$ cat src/rtl/dm_arbiter.sv
// dm_arbiter: two-requester round-robin arbiter in front of a single-port
// 32-bit data memory. Each accepted request runs IDLE -> ACCESS -> RESP.
//
// Ports
//   clk, reset              clock; asynchronous active-low reset
//   m0_* / m1_*             requester ports: req, we, addr, wdata in;
//                           gnt, rvalid, rdata, err out (all registered)
//   mem_we/addr/wdata       registered strobe, word index and data to memory
//   mem_rdata               combinational read data from memory at mem_addr
module dm_arbiter #(
  parameter int unsigned DEPTH = 3072,
  parameter int unsigned AW    = 12
) (
  input  logic          clk,
  input  logic          reset,
  input  logic          m0_req,
  input  logic          m0_we,
  input  logic [31:0]   m0_addr,
  input  logic [31:0]   m0_wdata,
  output logic          m0_gnt,
  output logic          m0_rvalid,
  output logic [31:0]   m0_rdata,
  output logic          m0_err,
  input  logic          m1_req,
  input  logic          m1_we,
  input  logic [31:0]   m1_addr,
  input  logic [31:0]   m1_wdata,
  output logic          m1_gnt,
  output logic          m1_rvalid,
  output logic [31:0]   m1_rdata,
  output logic          m1_err,
  output logic          mem_we,
  output logic [AW-1:0] mem_addr,
  output logic [31:0]   mem_wdata,
  input  logic [31:0]   mem_rdata
);

  localparam int unsigned DW = 32;

  localparam logic [1:0] IDLE   = 2'd0;
  localparam logic [1:0] ACCESS = 2'd1;
  localparam logic [1:0] RESP   = 2'd2;

  logic [1:0]    state_q, state_d;
  logic          id_q, id_d;
  logic          we_q, we_d;
  logic          err_q, err_d;
  logic          last_q, last_d;
  logic [AW-1:0] word_q, word_d;
  logic [DW-1:0] wdata_q, wdata_d;
  logic          gnt0_q, gnt0_d, gnt1_q, gnt1_d;
  logic          rv0_q, rv0_d, rv1_q, rv1_d;
  logic          oerr0_q, oerr0_d, oerr1_q, oerr1_d;
  logic [DW-1:0] rdata0_q, rdata0_d, rdata1_q, rdata1_d;
  logic          mem_we_q, mem_we_d;

  logic          win_id_c;
  logic          win_we_c;
  logic [DW-1:0] win_addr_c;
  logic [DW-1:0] win_wdata_c;
  logic          win_err_c;
  logic [DW-1:0] load_data_c;

  // Misaligned, beyond the memory, or upper address bits set.
  function automatic logic addr_err(input logic [DW-1:0] a);
    logic [AW-1:0] w;
    w = a[AW+1:2];
    return (a[1:0] != 2'b00) || (DW'(w) >= DEPTH) || ((a >> (AW + 2)) != '0);
  endfunction

  // On a tie the requester not served last wins; otherwise the lone requester.
  assign win_id_c    = (m0_req && m1_req) ? ~last_q : m1_req;
  assign win_we_c    = win_id_c ? m1_we    : m0_we;
  assign win_addr_c  = win_id_c ? m1_addr  : m0_addr;
  assign win_wdata_c = win_id_c ? m1_wdata : m0_wdata;
  assign win_err_c   = addr_err(win_addr_c);

  // Only an error-free load returns memory data; stores and errors return 0.
  assign load_data_c = (!we_q && !err_q) ? mem_rdata : '0;

  // State register and all registered outputs.
  always_ff @(posedge clk or negedge reset) begin
    if (!reset) begin
      state_q  <= IDLE;
      id_q     <= 1'b0;
      we_q     <= 1'b0;
      err_q    <= 1'b0;
      last_q   <= 1'b1;
      word_q   <= '0;
      wdata_q  <= '0;
      gnt0_q   <= 1'b0;
      gnt1_q   <= 1'b0;
      rv0_q    <= 1'b0;
      rv1_q    <= 1'b0;
      oerr0_q  <= 1'b0;
      oerr1_q  <= 1'b0;
      rdata0_q <= '0;
      rdata1_q <= '0;
      mem_we_q <= 1'b0;
    end else begin
      state_q  <= state_d;
      id_q     <= id_d;
      we_q     <= we_d;
      err_q    <= err_d;
      last_q   <= last_d;
      word_q   <= word_d;
      wdata_q  <= wdata_d;
      gnt0_q   <= gnt0_d;
      gnt1_q   <= gnt1_d;
      rv0_q    <= rv0_d;
      rv1_q    <= rv1_d;
      oerr0_q  <= oerr0_d;
      oerr1_q  <= oerr1_d;
      rdata0_q <= rdata0_d;
      rdata1_q <= rdata1_d;
      mem_we_q <= mem_we_d;
    end
  end

  // Next-state and next-output logic; pulses default low every cycle.
  always_comb begin
    state_d  = state_q;
    id_d     = id_q;
    we_d     = we_q;
    err_d    = err_q;
    last_d   = last_q;
    word_d   = word_q;
    wdata_d  = wdata_q;
    gnt0_d   = 1'b0;
    gnt1_d   = 1'b0;
    rv0_d    = 1'b0;
    rv1_d    = 1'b0;
    oerr0_d  = 1'b0;
    oerr1_d  = 1'b0;
    rdata0_d = '0;
    rdata1_d = '0;
    mem_we_d = 1'b0;
    case (state_q)
      IDLE: begin
        if (m0_req || m1_req) begin
          state_d  = ACCESS;
          id_d     = win_id_c;
          we_d     = win_we_c;
          err_d    = win_err_c;
          last_d   = win_id_c;
          word_d   = win_addr_c[AW+1:2];
          wdata_d  = win_wdata_c;
          gnt0_d   = ~win_id_c;
          gnt1_d   = win_id_c;
          // Strobe is registered so it is high exactly for the ACCESS cycle.
          mem_we_d = win_we_c && !win_err_c;
        end
      end
      ACCESS: begin
        state_d = RESP;
        if (id_q) begin
          rv1_d    = 1'b1;
          oerr1_d  = err_q;
          rdata1_d = load_data_c;
        end else begin
          rv0_d    = 1'b1;
          oerr0_d  = err_q;
          rdata0_d = load_data_c;
        end
      end
      RESP:    state_d = IDLE;
      default: state_d = IDLE;
    endcase
  end

  assign m0_gnt    = gnt0_q;
  assign m1_gnt    = gnt1_q;
  assign m0_rvalid = rv0_q;
  assign m1_rvalid = rv1_q;
  assign m0_err    = oerr0_q;
  assign m1_err    = oerr1_q;
  assign m0_rdata  = rdata0_q;
  assign m1_rdata  = rdata1_q;
  assign mem_we    = mem_we_q;
  assign mem_addr  = word_q;
  assign mem_wdata = wdata_q;

endmodule

$ cat config.mk
export PLATFORM = sky130hd
export DESIGN_NAME = dm_arbiter
export DESIGN_NICKNAME = d
export VERILOG_FILES = /design/src/rtl/dm_arbiter.sv
export SDC_FILE = /design/constraint.sdc
export NUM_CORES = 1
export LEC_CHECK = 0
export ABC_AREA = 1
export BUFFER_PORTS_ARGS = -buffer_cell sky130_fd_sc_hd__buf_2
export CAP_MARGIN = 10
export CORE_MARGIN = 2
export CORE_UTILIZATION = 35
export DETAILED_ROUTE_END_ITERATION = 8
export GPL_TIMING_DRIVEN = 0
export PLACE_DENSITY = 0.7
export RECOVER_POWER = 25
export SYNTH_ARGS = -nofsm -noshare
export SYNTH_HDL_FRONTEND = slang
export SYNTH_SLANG_ARGS = --single-unit
$ cat constraint.sdc
create_clock -name clk -period 1.4 [get_ports clk]
set_clock_uncertainty 0.05 [all_clocks]
set_input_delay 0.42 -clock clk [delete_from_list [all_inputs] [get_ports clk]]
set_output_delay 0.42 -clock clk [all_outputs]
set_load 0.005 [all_outputs]
# After elaboration in Yosys (flattened, before gate mapping)

Cells that the tools add are included.

Register bits after elaboration: 121
Input bits: 166
Word-level logic and storage cells: 59

$lt $le $gt $ge: 1
Equal/unequal tests: 2
Mux-type cells: 25
Bitwise operators: 2
Reductions and logical operators: 13

Operators with widths:

| cell                   | number |
|---|---|
| $mux W32               | 7 |
| $reduce_bool A32 Y1    | 1 |
| $mux W1                | 16 |
| $ge A12 B12 Y1 const B | 1 |
| $pmux W2 S2            | 1 |
| $logic_and A1 B1 Y1    | 3 |
| $logic_not A1 Y1       | 3 |
| $logic_or A1 B1 Y1     | 3 |
| $eq A2 B1 Y1 const B   | 1 |
| $logic_not A2 Y1       | 1 |
| $mux W2                | 1 |
| $ne A2 B2 Y1 const B   | 1 |
| $not A1 Y1             | 2 |
| $reduce_and A2 Y1      | 1 |
| $reduce_bool A2 Y1     | 1 |

# Longest topological paths before layout

Word-level depth: 10
Gate-level depth with buffers: 9

# Worst setup path before layout

No wires, ideal clock.

Path type: flip-flop to flip-flop
From: register last_q
To: register wdata_q[10], in the netlist mem_wdata[10]
Setup time: 0.124 ns
Arrival: 1.231 ns
Slack: -0.005 ns
Cell stages (with the launch flop): 9
Period minus slack after synthesis: 1.405 ns
Cell sequence: dfstp_2 nand2_1 nand2_2 inv_1 nand2_1 inv_2 buf_4 nand2_1 nand3_1

Longest elaborated chain between the ends: 3

Ends and longest elaborated chain:

| element                | line | RTL |
|---|---|---|
| start, declared        | 48   | `logic last_q, last_d;` |
| start signal, assigned | 105  | `last_q <= last_d;` |
| $not A1 Y1             | 72   | `assign win_id_c = (m0_req && m1_req) ? ~last_q : m1_req;` |
| $mux W1                | 72   |  |
| $mux W32               | 75   | `assign win_wdata_c = win_id_c ? m1_wdata : m0_wdata;` |
| end signal, assigned   | 107  | `wdata_q <= wdata_d;` |
| end, declared          | 50   | `logic [DW-1:0] wdata_q, wdata_d;` |

Every way passes these cells.
A chain may end at the register's enable or synchronous reset.

# Worst setup path after layout

From: register state_q[0]
To: register wdata_q[18], in the netlist mem_wdata[18]

Longest elaborated chain between the ends: 2

Ends and longest elaborated chain:

| element                            | line | RTL |
|---|---|---|
| start, declared                    | 44   | `logic [1:0] state_q, state_d;` |
| start signal, assigned             | 101  | `state_q <= state_d;` |
| $logic_not A2 Y1                   | 138  | `case (state_q)` |
| $reduce_and A2 Y1 (no source line) | -    |  |

Every way passes these cells.

==> impl_metrics.ini <==
[yosys]
ys_top_cells_by_count = 165 x nand2_1, 120 x dfrtp_1, 105 x nor2_1, 38 x nand3_1, 18 x o21ai_0
async_flop_share_pct = 100.0
synth_flop_cell = dfrtp_1
synth_edf_count = 0
ys_ff_latch = 121
ys_warn_count = 0
netlist.area_leader.share_pct = 65.08
syn_inst = 492
synthTopCellsByArea = dfrtp_1 65%, nand2_1 13%, nor2_1 8.5%
synthesis.area_sq_mm = 0.004614
synth_most_common_cell = nand2_1
syn-num-nets = 658
yosys.area.top_type = dfrtp_1
seq_area_frac_synth_pct = 65.65
post_synth_num_cell_types = 23
syn_avg_cell_area_sq_um = 9.379

[power]
p_per_area_mw_per_mm2 = 1948
power.leakage_nw = 4.102
power_mw = 14.26
ir_drop_v = 0.0007998

[die]
dieArea_sq_mm = 0.01412
die_height_um = 118.8
fp.dieW_um = 118.8
core_area_sq_mm = 0.01272
rows = 41
num_io_pins = 281
initial_utilization_pct = 36.27

[route]
wl_per_cell_um = 13.96
vias_per_cell = 4.450
drc_errors = 0
met1_length_um = 5668
top_layer_used = met4
drt_wl_total_um = 14140
wl_met3_um = 893
drt_iter0_drc = 191
drtAntennaViolNets = 0
num_vias = 4508
first_pass_iters = 4
dr_wl_met2_um = 7250

[clock_network]
cts_buffers = 17
clk_pin_slew_ns = 0.05
cts_tree = done
cts_root_buffer = clkbuf_16
clkLatencyLatePin_ns = 0.41
clock_path_buffers = 2
h-tree-depth = 4
clock_sinks = 121

[sta]
setup_viol_count_final = 42
finalMaxSlewViolations = 0
clock.fmax_mhz = 683.2
max-slew-margin-rel_pct = 66.61
hold_violations = 0
holdWs_ns = 0.1659
setup_ws_ns = -0.06365
rsz0062_at_grt = true
fin_crit_ns = 1.464
worstMarginPinSlew_ns = 0.5008
period_share_pct = 104.5

[critical_path]
cp.arrival_ns = 1.70
rr_startpoint = state_q[0]
crit_type = register to register
critPathRequiredTime_ns = 1.64
endpoint_kind = register
path_max_fanout = 11
critPathLaunchType = register
startpoint = state_q[0]

[place]
hpwlAfterDp_um = 9917
port_buffers = 280
gp_congestion = 0.8538
place_ws_ns = -0.2866

[status]
violations = setup timing
status = finished, violations left

[global_route]
grt_max_degree = 100
grt_pass1_vias = 4312
grt_pass1_wl_um = 21490
overflow = 0
antenna_found_initial = 0
grtUsageTotal_pct = 19.54

[layout]
drive_gt1_share_pct = 46.14
fin_util_pct = 57.52
syn_to_final_growth_pct = 58.60
nets = 995
antennaDiodeCount = 0

[run]
cap_violations = 0

[worst_hold_path]
holdCritPathClass = primary input to register
hold_path_startpoint = m0_wdata[14]
## placed cells by master, fill, tap and decap left out, drive strengths merged
cell type / n
a21oi: 1
nand2: 167
dfrtp: 120
or2: 2
o21bai: 1
clkinv: 6
dfstp: 1
bufinv: 3
nand3: 38
inv: 9
buf: 328
o21ai: 21
dlygate4sd3: 1
clkinvlp: 3
nor2: 106
a31oi: 2
clkbuf: 32
## per-stage QoR
step           cells  area (sq um)  setup TNS (ns)
2_1_floorplan    492          4617               0
5_1_grt         1013          7318          -6.781
3_3_place_gp     944          6233         -211.47
3_5_place_dp     945          6267          -16.51
4_1_cts          988          7010          -2.226
6_report        1013          7318          -1.126
## flip-flops by register name (all words and copies together), names as in the netlist
register,cells
m0_rdata,32
m1_rdata,32
mem_wdata,32
mem_addr,12
state_q,2
err_q,1
id_q,1
last_q,1
m0_err,1
m0_gnt,1
m0_rvalid,1
m1_err,1
m1_gnt,1
m1_rvalid,1
mem_we,1
we_q,1
## layer usage
layer  vias up  GRT usage, %
li1       2211             -
met1      2086         22.91
met2       185         33.15
met3        26         6.370
met4         0         7.664
met5         -             0
## power breakdown
part / leakage [nW] / switching [mW] / total (mW) / internal [mW]
logic: 2.23 / 2.60 / 5.04 / 2.44
registers: 1.59 / 0.412 / 4.84 / 4.43
clock network: 0.282 / 1.54 / 4.38 / 2.83
## kinds of logic after synthesis
family | count (synthesis) | synth area share, %
AND/OR/NAND/NOR | 313 | 26.87
buffers and inverters | 33 | 4.664
AO/OA/AOI/OAI | 25 | 2.820
flip-flops | 121 | 65.65
## worst max-delay path, cell delays in order (launching register included)
cell and delay, ns:
dfrtp_1 0.37, or2_0 0.23, nor2_2 0.14, buf_6 0.17, inv_8 0.07, buf_6 0.14
nand2_1 0.08, nand3_1 0.08
## final timing paths
path                                  to  slack (ns)  cells past startpoint
max in group asynchronous   m1_rdata[16]        0.16                      3
setup / recovery           mem_wdata[18]       -0.06                      7
hold / removal             mem_wdata[14]        0.17                      3
hold reg to reg               state_q[1]        0.38                      1
min in group asynchronous  mem_wdata[21]        0.39                      2
setup reg to reg           mem_wdata[18]       -0.06                      7
## cell type report
class	count	area, sq um
clock inverters	11	148.9
fillers	1150	5404
plain buffers	22	227.7
repair buffers	319	1779
clock buffers	20	446.7
multi-input cells	338	1409
inverters	10	62.56
flip-flops and latches	121	3029
well taps	172	215.2
## timing repair
action / 4_1_cts / 5_1_grt
hold buffers: 1 / 0
setup buffers: 10 / 23
hold endpoints to repair: 22 / 0
pin swaps: 3 / 6
cloned: 1 / 3
setup endpoints to repair: 129 / 163
gates resized for setup: 24 / 24
(Power assumes the default switching activity.)
